===== config.mk =====
export PLATFORM = sky130hd
export DESIGN_NAME = codec_cfg_sequencer
export DESIGN_NICKNAME = d
export VERILOG_FILES = /design/src/rtl/codec_cfg_sequencer.sv
export SDC_FILE = /design/constraint.sdc
export NUM_CORES = 1
export LEC_CHECK = 0
export ABC_AREA = 1
export ABC_CLOCK_PERIOD_IN_PS = 3000
export CAP_MARGIN = 20
export CORE_MARGIN = 5
export CORE_UTILIZATION = 55
export CTS_BUF_LIST = sky130_fd_sc_hd__clkbuf_8
export DETAILED_ROUTE_END_ITERATION = 10
export GPL_TIMING_DRIVEN = 0
export PLACE_DENSITY = 0.81
export REMOVE_ABC_BUFFERS = 1
export SYNTH_ARGS = -nofsm -noshare
export SYNTH_HDL_FRONTEND = slang
export SYNTH_SLANG_ARGS = --single-unit

===== constraint.sdc =====
create_clock -name clk -period 3 [get_ports clk]
set_input_delay 0.6 -clock clk [delete_from_list [all_inputs] [get_ports clk]]
set_output_delay 0.6 -clock clk [all_outputs]
set_load 0.02 [all_outputs]

===== src/rtl/codec_cfg_sequencer.sv =====
// codec_cfg_sequencer: brings up an audio codec over I2C by writing a table of
// register/value pairs, then enables the I2S sample path (audio_en) and serves
// runtime volume writes on the same bus.
// Optional feature macro: CODEC_RETRY_EN (retry a NACKed write up to 3 times).
module codec_cfg_sequencer #(
  parameter int         CLK_DIV  = 40,
  parameter logic [6:0] DEV_ADDR = 7'h4A,
  parameter int         NUM_REGS = 8,
  parameter logic [7:0] VOL_REG  = 8'h20
) (
  input  logic        clk,
  input  logic        reset,
  input  logic        start,
  output logic [3:0]  tbl_idx,
  input  logic [15:0] tbl_data,
  input  logic        vol_req,
  input  logic [7:0]  vol_val,
  output logic        vol_ack,
  output logic        scl_oe,
  output logic        sda_oe,
  input  logic        sda_i,
  output logic        busy,
  output logic        done,
  output logic        nack_err,
  output logic        audio_en
);

  typedef enum logic [3:0] {
    S_IDLE, S_LOAD, S_VLOAD, S_START, S_BIT, S_ACK, S_STOP, S_GAP, S_DONE, S_ERR
  } state_t;

  localparam int CW = (CLK_DIV > 1) ? $clog2(CLK_DIV) : 1;

  state_t        state, state_next;
  logic [CW-1:0] div_cnt;
  logic          run, tick, gap_end, more_regs, retry_ok;
  logic [1:0]    ph;        // phase (quarter-bit tick) within the current state
  logic [2:0]    bit_cnt;
  logic [1:0]    byte_cnt;
  logic [23:0]   sh;        // {address byte, register byte, value byte}, MSB on the wire
  logic          nack_q;
  logic          is_vol;
  logic [7:0]    vol_q;

  // The divider only runs while a bus phase is in progress, so every
  // transaction starts phase-aligned.
  assign run       = !(state inside {S_IDLE, S_LOAD, S_VLOAD, S_DONE, S_ERR});
  assign tick      = run && (div_cnt == CW'(CLK_DIV - 1));
  assign gap_end   = (state == S_GAP) && tick && (ph == 2'd3);
  assign more_regs = (int'(tbl_idx) + 1) < NUM_REGS;

`ifdef CODEC_RETRY_EN
  logic [1:0] retry_cnt;
  assign retry_ok = (retry_cnt != 2'd3);

  // Retry counter: counts NACKed attempts of the current entry, cleared on ACK.
  always_ff @(posedge clk) begin
    if (!reset)       retry_cnt <= 2'd0;
    else if (gap_end) retry_cnt <= nack_q ? retry_cnt + 2'd1 : 2'd0;
  end
`else
  assign retry_ok = 1'b0;
`endif

  // State register.
  always_ff @(posedge clk) begin
    if (!reset) state <= S_IDLE;
    else        state <= state_next;
  end

  // Next-state logic: bus phases advance only on tick.
  always_comb begin
    // NOTE: default assignment first so every path assigns state_next and no latch is inferred.
    state_next = state;
    case (state)
      S_IDLE:          if (start) state_next = S_LOAD;
      S_LOAD, S_VLOAD: state_next = S_START;
      S_START:         if (tick && ph == 2'd2) state_next = S_BIT;
      S_BIT:           if (tick && ph == 2'd3 && bit_cnt == 3'd7) state_next = S_ACK;
      S_ACK:           if (tick && ph == 2'd3)
                         state_next = (nack_q || byte_cnt == 2'd2) ? S_STOP : S_BIT;
      S_STOP:          if (tick && ph == 2'd2) state_next = S_GAP;
      S_GAP: begin
        if (gap_end) begin
          if (nack_q)                  state_next = retry_ok ? (is_vol ? S_VLOAD : S_LOAD) : S_ERR;
          else if (is_vol || !more_regs) state_next = S_DONE;
          else                         state_next = S_LOAD;
        end
      end
      S_DONE:          if (vol_req) state_next = S_VLOAD;
      S_ERR:           state_next = S_ERR;
      default:         state_next = S_IDLE;
    endcase
  end

  // Datapath: divider, phase/bit/byte counters, shift register and status flags.
  always_ff @(posedge clk) begin
    if (!reset) begin
      div_cnt  <= '0;
      ph       <= 2'd0;
      bit_cnt  <= 3'd0;
      byte_cnt <= 2'd0;
      sh       <= 24'd0;
      nack_q   <= 1'b0;
      is_vol   <= 1'b0;
      vol_q    <= 8'd0;
      tbl_idx  <= 4'd0;
      done     <= 1'b0;
      nack_err <= 1'b0;
    end else begin
      // NOTE: non-blocking assignments so every register here samples pre-edge values.
      div_cnt <= (!run || tick) ? '0 : div_cnt + CW'(1);
      ph      <= (state_next != state) ? 2'd0 : (tick ? ph + 2'd1 : ph);

      if (state == S_LOAD || state == S_VLOAD) begin
        bit_cnt  <= 3'd0;
        byte_cnt <= 2'd0;
        nack_q   <= 1'b0;
      end
      if (state == S_DONE && vol_req) begin
        is_vol <= 1'b1;
        vol_q  <= vol_val;
      end
      // The ROM only presents the entry for a new tbl_idx one clk after LOAD,
      // so the frame is captured at the end of the START idle phase instead.
      if (state == S_START && tick && ph == 2'd0)
        sh <= {DEV_ADDR, 1'b0, (is_vol ? {VOL_REG, vol_q} : tbl_data)};
      if (state == S_BIT && tick && ph == 2'd3) begin
        sh      <= sh << 1;
        bit_cnt <= bit_cnt + 3'd1;
      end
      if (state == S_ACK && tick && ph == 2'd2) nack_q <= sda_i;
      if (state == S_ACK && tick && ph == 2'd3) byte_cnt <= byte_cnt + 2'd1;
      if (gap_end && !nack_q && !is_vol) tbl_idx <= tbl_idx + 4'd1;

      if (state_next == S_ERR) begin
        done     <= 1'b0;
        nack_err <= 1'b1;
      end else if (state_next == S_DONE) begin
        done <= 1'b1;
      end
    end
  end

  // Bus pin drive and status outputs decoded from state and phase.
  always_comb begin
    scl_oe = 1'b0;
    sda_oe = 1'b0;
    case (state)
      S_START: begin
        sda_oe = (ph != 2'd0);
        scl_oe = (ph == 2'd2);
      end
      S_BIT: begin
        sda_oe = ~sh[23];
        scl_oe = (ph == 2'd0) || (ph == 2'd3);
      end
      S_ACK:   scl_oe = (ph == 2'd0) || (ph == 2'd3);
      S_STOP: begin
        sda_oe = (ph != 2'd2);
        scl_oe = (ph == 2'd0);
      end
      default: ;
    endcase
    busy     = !(state inside {S_IDLE, S_DONE, S_ERR});
    vol_ack  = gap_end && !nack_q && is_vol;
    audio_en = done && !nack_err;
  end

endmodule


==> results of run 1 <==
-- final timing paths --
path	startpoint	to	depth (start not counted)
worst min register to register	vol_q[0]$_SDFFE_PN0P_	vol_q[0]$_SDFFE_PN0P_	2
worst max register to register	state[1]$_SDFF_PN0_	sh[21]$_SDFFE_PN0P_	10
worst max-delay path	state[2]$_SDFF_PN0_	sda_oe	7
worst min-delay path	vol_q[0]$_SDFFE_PN0P_	vol_q[0]$_SDFFE_PN0P_	2
-- placed cells by master, fill, tap and decap left out, types with 7 or more instances in the layout --
master / synthesis / routed
o21ai_0: 16 / 16
inv_1: 34 / 35
clkdlybuf4s50_1: 0 / 38
nor2_1: 29 / 28
dfxtp_1: 57 / 57
nand3_1: 28 / 28
ha_1: 8 / 8
nor3_1: 7 / 7
a31oi_1: 16 / 16
o211ai_1: 7 / 7
clkbuf_8: 0 / 10
a21oi_1: 31 / 31
nand2_1: 78 / 78
-- layer usage --
layer  vias up  share of wire [%]  global-route usage (%)
li1       1315                  -                       -
met1      1178                 45                    26.0
met2        61                 47                    32.3
met3        14                6.2                    4.32
met4         0                1.6                    9.46
met5         -                  0                       0
-- flip-flops by register name, indices dropped and copies added, names as in the netlist --
| signal | flops |
|---|---|
| byte_cnt | 2 |
| state | 4 |
| tbl_idx | 4 |
| is_vol | 1 |
| div_cnt | 6 |
| vol_q | 8 |
| done | 1 |
| ph | 2 |
| sh | 24 |
| nack_q | 1 |
| bit_cnt | 3 |
| nack_err | 1 |
-- synth_stat cells (2+ instances only) --
cell and number:
inv_2 4, nor2_1 29, nand2_2 4, a31oi_1 16, buf_6 2, nand3_4 2
nor3_1 7, o221ai_1 2, inv_1 34, nand4_1 4, ha_1 8, o211ai_1 7
dfxtp_1 57, nand3_1 28, nor3b_1 2, buf_4 2, o21ai_0 16, clkbuf_1 7
nor2_2 4, a21oi_1 31, xor2_1 4, or2_2 3, nand2_1 78
-- cell families (layout without fill, tap and decap cells) --
kind of cell	count (synthesis)	count (layout)	share of synthesized area [%]
xor+xnor	4	4	1.26
flops	57	57	41.0
buf+inv	52	95	7.97
fa+ha+maj	8	8	3.60
simple gates	169	169	29.1
compound gates	79	79	17.0
-- power groups by stage --
stage	clock (µW)	combinational (µW)	sequential, µW
after floorplan	0	74.9	785
after global placement	0	136	786
after detailed placement	0	136	787
after CTS	878	137	770
after global routing	916	151	771
final	873	138	770
-- through the flow --
stage | setup slack, ps | power (µW) | hold WS, ps | instances | instance area, µm²
2_1_floorplan | 820 | 860 | 418 | 357 | 2710
3_3_place_gp | -251 | 922 | 433 | 463 | 3190
3_5_place_dp | -212 | 923 | 444 | 463 | 3190
4_1_cts | 14.1 | 1780 | 454 | 479 | 3430
5_1_grt | 35.9 | 1840 | 475 | 479 | 3430
6_report | 159 | 1780 | 452 | 479 | 3430
-- timing repair --
item / 4_1_cts / 5_1_grt
hold buffers: 0 / 0
endpoints found under the setup margin: 1 / 7
gates resized for setup: 2 / 1
-- worst register-to-register path, stage by stage, from the launching register on --
cell	delay (ps)
dfxtp_1	450
inv_1	150
nand2_2	150
nand3_4	140
nand3_4	220
nor2_8	70
nand2_4	100
inv_4	120
nor2_4	410
nand2_1	120
a21oi_1	180
-- final cells by class --
cell class	instances	area share (%)
Clock buffer	10	4.01
Clock inverter	6	3.10
Inverter	40	4.55
Multi-Input combinational cell	260	41.3
Sequential cell	57	33.2
Tap cell	67	2.44
Timing Repair Buffer	39	11.3
==> metrics.md, run 1 <==
| Metric | Value |
|---|---|
| Outcome | finished, final reports clean |
| Port bufs | 39 |
| Startpoint Class | flip-flop |
| Worst path required time | 2400 ps |
| Grt ovf | 0 |
| Slew at the pin with the worst max-slew slack | 628 ps |
| Final WL | 6110 µm |
| CTS Buffer Depth | 2 |
| Endpoints failing setup | 0 |
| Dominant cell type by area after synthesis | dfxtp_1 |
| Core ar. | 4820 µm² |
| WP buf/inv | 3 |
| Die Span X | 81.1 µm |
| Crit path max-delay family | buffers and inverters |
| Via density | 5.36 |
| Largest net degree at the start of global routing | 37 |
| Slowest Stage Delay on Critical Path | 660 ps |
| Die Ht | 81.1 µm |
| CP Class | reg2out |
| Initial antenna violation count | 0 |
| NetSw | 388 µW |
| Worst-Skew Late Latency | 340 ps |
| Logic gate share of total power | 7.8% |
| CTS root buffer | clkbuf_8 |
| Initial Util | 57.7% |
| Power per standard cell area | 519 nW/µm² |
| CP arrival | 2240 ps |
| Clock slew at reported path FFs | 60 ps |
| Tmin final | 2840 ps |
| Final Cycle Share | 94.7% |
| Fmax | 0.352 GHz |
| Seq/Total Area, Yosys | 41.0% |
| Netlist cell types | 41 |
| Sink Count | 57 |
| Layout cells sized above 1 | 10.4% |
| Clock power frac | 49.0% |
| DPL Wire Length | 4250 µm |
| Number of global-route vias before repair | 2347 |
| Nets | 444 |
| IO Pins | 40 |
| Final Hold Vio Count | 0 |
| GPL Wtd Cong | 0.966 |
| R2R Setup Slk | 800 ps |
| Yosys warning count | 0 |
| Mean Syn Cell Area | 7.53 µm² |
| Antenna viol nets, final | 0 |
| Tot GR Track Use | 20.2% |
| Setup TNS | 0 ps |
| Max rail drop VDD | 0.408 mV |
| Clock Skew | 8.96 ps |
| # rows | 25 |
| Pre-Repair DR Iteration Count | 4 |
| Routed vias | 2568 |
| Total of max-cap violations | 0 |
| RSZ-0062 raised after global routing | no |
| Post-Synthesis Cell Area | 2780 µm² |
| Slowest CP cell | clkdlybuf4s50_1 |
| Sw Share | 21.8% |
| Lkg Pwr | 0.00127 µW |
| Synth top area cells | dfxtp_1 (41%), nand2_1 (11%), a21oi_1 (5.6%) |
| Fill count | 403 |
| Layout Area Growth over Synthesis | 23.5% |
| CTS tree | built |
| Reg area | 1140 µm² |
| Worst slew margin | 58.0% |
| Dominant synthesized flop cell | dfxtp_1 |
| Critical Path Fanout Max | 5 |
| Area of the multi-input gates | 1420 µm² |
| Die area | 6580 µm² |
| Number of synthesized flops with an enable pin | 0 |
| Core Util, Final | 71.3% |
| Routed len/inst | 12.7 µm |
| Worst hold-check path type | reg2reg |
| Share of the synthesized area in the top cell type | 41.0% |
| CTS buffer count | 9 |
| H-tree depth | 3 |
| Final Max Slew Viols | 0 |
| Register share of total power | 43.2% |
| Iter 0 DRT Violations | 161 |
| Mapped Cells | 369 |
| Post-synth ARST share | 0% |
| Synthesis-stage register bit count | 57 |
| Internal power | 1390 µW |
| Worst path cell trace | inv_1, nor2_2, inv_2, nor2_1, nand2_1, o221ai_1, clkdlybuf4s50_1 |
| Ant diodes | 0 |
| Crit. End Element | primary output |
| Postcts setup bufs | 0 |
| DRC | 0 |
| Global-route wire length before repair | 10300 µm |
(Power assumes the default switching activity.)
==> run 2, diff against run 1 <==
- ABC_AREA: 1 -> unset
- CORE_UTILIZATION: 55 -> 50
- PLACE_DENSITY: 0.81 -> 0.74
==> metrics.md, run 2 <==
| Metric | Value |
|---|---|
| Clock power frac | 42.3% (-6.7 points) |
| Initial Util | 50.7% (-7.0 points) |
| Fmax | 0.366 GHz (+3.9%) |
| Global-route wire length before repair | 10800 µm (+4.6%) |
| Outcome | finished, final reports clean |
| Dominant cell type by area after synthesis | dfxtp_1 |
| Sw Share | 23.6% (+1.8 points) |
| CP arrival | 2130 ps (-110 ps) |
| Post-Synthesis Cell Area | 2950 µm² (+6.0%) |
| Number of synthesized flops with an enable pin | 0 (unchanged) |
| Worst hold-check path type | reg2reg |
| Startpoint Class | flip-flop |
| Register share of total power | 51.4% (+8.2 points) |
| Worst hold margin | 445 ps (-7.16 ps) |
| Mapped Cells | 340 (-7.9%) |
| Lkg Pwr | 0.00133 µW (+4.2%) |
| Worst r2r dst | sh[4]$_SDFFE_PN0P_ |
| R2R Setup Slk | 480 ps (-320 ps) |
| Clock slew at reported path FFs | 60 ps (about the same) |
| Largest register by flop count | sh |
| Tot GR Track Use | 18.1% (-2.2 points) |
| Final Max Slew Viols | 0 (unchanged) |
| Endpoints failing setup | 0 (unchanged) |
| CTS Buffer Depth | 2 (unchanged) |
| Final Cycle Share | 91.1% (-3.6 points) |
| Max rail drop VDD | 0.282 mV (-31%) |
| Worst-Skew Late Latency | 340 ps (about the same) |
| Reg2reg start | ph[0]$_SDFFE_PP0N_ |
| Area after DPL | 3340 µm² (+4.7%) |
| Most frequent cells after synthesis | dfxtp_1 (57), nor2_1 (29), nand2_1 (27) |
| Hold path depth | 1 (-1) |
| Via density | 5.59 (+4.3%) |
| Resize count post-CTS | 5 (+3) |
| Final Hold Vio Count | 0 (unchanged) |
| Routed vias | 2499 (-2.7%) |
| Netlist cell types | 53 (+29%) |
| Grt ovf | 0 (unchanged) |
| CTS tree | built |
| Layout Area Growth over Synthesis | 19.6% |
| Reg2reg path depth | 7 (-3) |
| Largest net degree at the start of global routing | 52 (+41%) |
| Logic gate share of total power | 6.3% (-1.5 points) |
| Initial antenna violation count | 0 (unchanged) |
| Core ar. | 5820 µm² (+21%) |
| Setup slack after layout | 266 ps (+108 ps) |
| Sink Count | 57 (unchanged) |
| Clock Skew | 8.69 ps (-0.265 ps) |
| Synth top area cells | dfxtp_1 (39%), mux2i_1 (7.5%), nor2b_1 (4.2%) |
| Crit. End Element | primary output |
| RSZ-0062 raised after global routing | no |
| Max FFs per register | 24 (unchanged) |
| Share of the synthesized area in the top cell type | 38.7% (-2.3 points) |
| Nets | 404 (-9.0%) |
| Worst slew margin | 38.6% (-19 points) |
| Tmin final | 2730 ps (-108 ps) |
| NetSw | 354 µW (-8.6%) |
| Worst path required time | 2400 ps (about the same) |
| Iter 0 DRT Violations | 121 (-25%) |
| Pre-Repair DR Iteration Count | 4 (unchanged) |
| Most common cell after layout, fill and taps aside | dfxtp_1 |
| Hold-fix buffer count after cts | 0 (unchanged) |
| Setup WS pre-CTS | 12.2 ps (+225 ps) |
| Post-synth ARST share | 0% (unchanged) |
| Final Cell Area | 3520 µm² (+2.6%) |
| Mean Syn Cell Area | 8.67 µm² (+15%) |
| Fill count | 559 (+39%) |
| Ant diodes | 0 (unchanged) |
| Reg area | 1150 µm² (+0.55%) |
| Most frequent cell after synthesis | dfxtp_1 |
| Number of global-route vias before repair | 2479 (+5.6%) |
| Die Span X | 86.8 µm (+7.0%) |
| CTS buffer count | 9 (unchanged) |
| H-tree depth | 3 (unchanged) |
| Largest registers | sh (24), vol_q (8), div_cnt (6) |
| Postcts setup bufs | 0 (unchanged) |
| Power per standard cell area | 427 nW/µm² (-18%) |
| Layout cells sized above 1 | 7.80% (-2.6 points) |
| Port bufs | 39 (unchanged) |
| Seq/Total Area, Yosys | 38.7% (-2.3 points) |
| Dominant synthesized flop cell | dfxtp_1 |
| Internal power | 1150 µW (-18%) |
| GPL Wtd Cong | 0.864 (-11%) |
| IO Pins | 40 (unchanged) |
| # rows | 28 (+12%) |
| Hold wc startpoint | div_cnt[0]$_SDFF_PP0_ |
| Yosys warning count | 0 (unchanged) |
| Final WL | 6310 µm (+3.4%) |
| Total of max-cap violations | 0 (unchanged) |
| Critical Path Fanout Max | 6 (+1) |
| Routed len/inst | 14.1 µm (+11%) |
| DRC | 0 (unchanged) |
| Area of the multi-input gates | 1660 µm² (+17%) |
| Die area | 7530 µm² (+14%) |
| Commonest non-fill, non-tap cells in the layout | dfxtp_1 (54), clkdlybuf4s50_1 (37), nor2_1 (29) |
| CP Class | reg2out |
| Slew at the pin with the worst max-slew slack | 919 ps (+291 ps) |
| DPL Wire Length | 4200 µm (-0.96%) |
| CTS root buffer | clkbuf_8 |
| Synthesis-stage register bit count | 57 (unchanged) |
| Core Util, Final | 60.6% (-11 points) |
| Die Ht | 86.8 µm (+7.0%) |
| Antenna viol nets, final | 0 (unchanged) |
| Hold path endpoint | div_cnt[0]$_SDFF_PP0_ |
## run 2: changes by cell type in the layout (fill, tap and decap cells not counted), moves of 12 or more
| cell | change |
|---|---|
| a21oi_1 | -27 |
| a31oi_1 | -14 |
| inv_1 | -18 |
| mux2i_1 | +22 |
| nand2_1 | -51 |
| nand3_1 | -12 |
| nor2b_1 | +20 |
## run 2: how the worst max path moves through the flow
stage | start | to | slack, ps | cells after the start
2_1_floorplan | ph[0]$_SDFFE_PP0N_ | sh[1]$_SDFFE_PN0P_ | 450 | 7
3_3_place_gp | vol_req | vol_q[5]$_SDFFE_PN0P_ | -330 | 5
3_5_place_dp | state[1]$_SDFF_PN0_ | vol_ack | 10 | 4
4_1_cts | ph[0]$_SDFFE_PP0N_ | sh[2]$_SDFFE_PN0P_ | 50 | 7
5_1_grt | ph[1]$_SDFFE_PP0N_ | vol_ack | 100 | 5
6_report | ph[1]$_SDFFE_PP0N_ | vol_ack | 270 | 5
## run 2: critical path, stage by stage (launching register included)
cell	delay, ps
dfxtp_1	370
ha_1	260
and3_1	310
nand2_1	160
nor4b_1	320
dlygate4sd2_1	380
## run 2: metal layers
metal | global-route usage [%] | wire length (µm) | up-vias
met5 | 0 | 0 | -
met2 | 30.0 | 3030 | 47
li1 | - | - | 1274
met4 | 9.21 | 126 | 0
met1 | 21.0 | 2810 | 1165
met3 | 5.23 | 345 | 13
## run 2: logic make-up (layout without fill, tap and decap cells)
group                      Yosys count  after routing  share of synthesized area [%]
xor gates and xnor gates             7              7                           2.08
AOI/OAI and AO/OA                   70             70                           18.0
adders and majority gates            8              8                           3.40
buffers and inverters               40             72                           5.56
and+or+nand+nor                    136            136                           24.7
muxes                               22             22                           7.47
DFF                                 57             57                           38.7
## run 2: final cells by class
class	instances	share of cell area [%]
multi-input combinational	243	47.0
sequential	57	32.6
timing repair buffer	40	11.1
clock buffer	11	4.30
tap	75	2.66
inverter	16	1.70
clock inverter	5	0.639
## run 2: metrics by stage
step	total power (µW)	std cells	TNS, ps
after floorplan	824	316	0
after global placement	883	430	-2730
final	1500	447	0
after global routing	1570	447	0
after CTS	1520	447	0
after detailed placement	882	431	0
## run 2: power by group through the flow
stage          Clock [µW]  Sequential [µW]  Combinational (µW)
2_1_floorplan           0              784                39.6
3_3_place_gp            0              788                95.1
3_5_place_dp            0              788                94.0
4_1_cts               654              772                94.4
5_1_grt               694              773                 103
6_report              637              773                94.2
==> run 3, diff against run 2 <==
- CORE_UTILIZATION: 50 -> 60
- PLACE_DENSITY: 0.74 -> 0.86
==> metrics.md, run 3 (same netlist as run 2, synthesis figures left out) <==
| Metric | Value |
|---|---|
| Nets | 404 (unchanged) |
| Critical Path Fanout Max | 6 (unchanged) |
| Core ar. | 4750 µm² (-18%) |
| Final WL | 6500 µm (+3.0%) |
| Antenna viol nets, final | 0 (unchanged) |
| Largest registers | sh (24), vol_q (8), div_cnt (6) |
| CTS buffer count | 9 (unchanged) |
| Die area | 6410 µm² (-15%) |
| RSZ-0062 raised after global routing | no |
| Port bufs | 39 (unchanged) |
| Largest register by flop count | sh |
| Slowest CP cell | dlygate4sd2_1 |
| Post-route insts no fill | 439 (-1.8%) |
| Die Ht | 80.1 µm (-7.7%) |
| Number of global-route vias before repair | 2415 (-2.6%) |
| Final Cycle Share | 93.3% (+2.2 points) |
| DRC | 0 (unchanged) |
| Reg2reg path depth | 7 (unchanged) |
| Initial Util | 62.0% (+11 points) |
| Clock slew at reported path FFs | 70 ps (about the same) |
| Global-route wire length before repair | 11000 µm (+1.7%) |
| Worst slew margin | 35.7% (-3.0 points) |
| Slew at the pin with the worst max-slew slack | 964 ps (+44.4 ps) |
| Final Cell Area | 3540 µm² (+0.60%) |
| Power per standard cell area | 453 nW/µm² (+6.1%) |
| Layout cells sized above 1 | 7.80% (unchanged) |
| Clock Skew | 9.60 ps (+0.903 ps) |
| Worst-Skew Late Latency | 330 ps (about the same) |
| Tmin final | 2800 ps (+66.7 ps) |
| GPL Wtd Cong | 0.902 (+4.4%) |
| Max FFs per register | 24 (unchanged) |
| Commonest non-fill, non-tap cells in the layout | dfxtp_1 (54), clkdlybuf4s50_1 (37), nor2_1 (29) |
| Routed len/inst | 14.8 µm (+4.8%) |
| Cell count along the critical path | 5 (unchanged) |
| Total of max-cap violations | 0 (unchanged) |
| Worst r2r dst | sh[5]$_SDFFE_PN0P_ |
| Final Max Slew Viols | 0 (unchanged) |
| Initial antenna violation count | 0 (unchanged) |
| CP Class | reg2out |
| Fmax | 0.357 GHz (-2.4%) |
| Postcts setup bufs | 0 (unchanged) |
| Hold path endpoint | div_cnt[0]$_SDFF_PP0_ |
| Crit path max-delay family | simple AND/OR/NAND/NOR gates |
| # rows | 25 (-11%) |
| Grt ovf | 0 (unchanged) |
| Area after DPL | 3330 µm² (-0.30%) |
| Placed Cells | 423 (-1.9%) |
| Via density | 5.91 (+5.7%) |
| IO Pins | 40 (unchanged) |
| Largest net degree at the start of global routing | 52 (unchanged) |
| CTS Buffer Depth | 2 (unchanged) |
| WP buf/inv | 1 (unchanged) |
| CP arrival | 2200 ps (+70 ps) |
| Slowest Stage Delay on Critical Path | 380 ps (about the same) |
| Final Hold Vio Count | 0 (unchanged) |
| CTS root buffer | clkbuf_8 |
| Core Util, Final | 74.6% (+14 points) |
| Worst hold margin | 461 ps (+16.4 ps) |
| Hold wc startpoint | div_cnt[0]$_SDFF_PP0_ |
| Hold-fix buffer count after cts | 0 (unchanged) |
| Max rail drop VDD | 0.345 mV (+22%) |
| Reg2reg start | ph[0]$_SDFFE_PP0N_ |
| Iter 0 DRT Violations | 263 (+120%) |
| Sink Count | 57 (unchanged) |
| Tot GR Track Use | 21.8% (+3.8 points) |
| Ant diodes | 0 (unchanged) |
| Hold path depth | 1 (unchanged) |
| Endpoints failing setup | 0 (unchanged) |
| Layout Area Growth over Synthesis | 20.3% |
| Startpoint Class | flip-flop |
| Outcome | finished, final reports clean |
| DPL Wire Length | 4230 µm (+0.69%) |
| Pre-Repair DR Iteration Count | 6 (+2) |
| Worst hold-check path type | reg2reg |
| Crit. Startpoint | ph[1]$_SDFFE_PP0N_ |
| CTS tree | built |
| Crit. End Element | primary output |
| R2R Setup Slk | 390 ps (-90 ps) |
| Most common cell after layout, fill and taps aside | dfxtp_1 |
| H-tree depth | 3 (unchanged) |
| Die Span X | 80.1 µm (-7.7%) |
| Routed vias | 2595 (+3.8%) |
| Worst path cell trace | ha_1, and3_1, nand2_1, nor4b_1, dlygate4sd2_1 |
| Lkg Pwr | 0.00134 µW (+1.0%) |
| Worst path required time | 2400 ps (about the same) |
| Fill count | 385 (-31%) |
-- run 3: changes by cell type in the layout (fill, tap and decap cells not counted), sizes merged --
cell and change:
clkbuf +1, bufinv +1, clkinv -2
-- run 3: worst max path at each step --
stage                                  endpoint  slack [ps]
after floorplan              sh[1]$_SDFFE_PN0P_         450
after global placement    vol_q[2]$_SDFFE_PN0P_        -300
after detailed placement     sh[5]$_SDFFE_PN0P_          30
after CTS                    sh[5]$_SDFFE_PN0P_          10
after global routing                    vol_ack          50
final                                   vol_ack         200
-- run 3: cell type report --
| type | instances | area, µm² | share of cell area, % |
|---|---|---|---|
| Timing Repair Buffer | 40 | 392 | 11.0 |
| Clock buffer | 12 | 165 | 4.66 |
| Inverter | 16 | 60.1 | 1.69 |
| Multi-Input combinational cell | 243 | 1660 | 46.7 |
| Sequential cell | 57 | 1140 | 32.3 |
| Clock inverter | 4 | 42.5 | 1.20 |
| Tap cell | 67 | 83.8 | 2.36 |
-- run 3: metrics by stage --
stage          setup TNS (ps)  setup slack (ps)  total power (µW)
2_1_floorplan               0               449               824
3_3_place_gp            -2480              -303               882
3_5_place_dp                0              30.0               883
4_1_cts                     0              11.5              1610
5_1_grt                     0              49.3              1660
6_report                    0               200              1610
-- run 3: report_power, final --
part,internal [µW],total [µW],leakage (µW),switching [µW]
Combinational,55.5,97.4,0.000763,41.9
Sequential,760,772,0.000460,11.7
Clock,444,736,0.000115,292
Total,1260,1610,0.00134,345
-- run 3: routing by layer --
metal	global-route usage (%)	up-vias	routed length, µm
li1	-	1268	-
met1	26.9	1208	2780
met2	36.3	100	3170
met3	5.38	19	409
met4	9.12	0	142
met5	0	-	0
-- run 3: repair_timing --
item	4_1_cts	5_1_grt
hold endpoints to repair	0	0
gates resized for setup	4	3
setup endpoints to repair	2	8
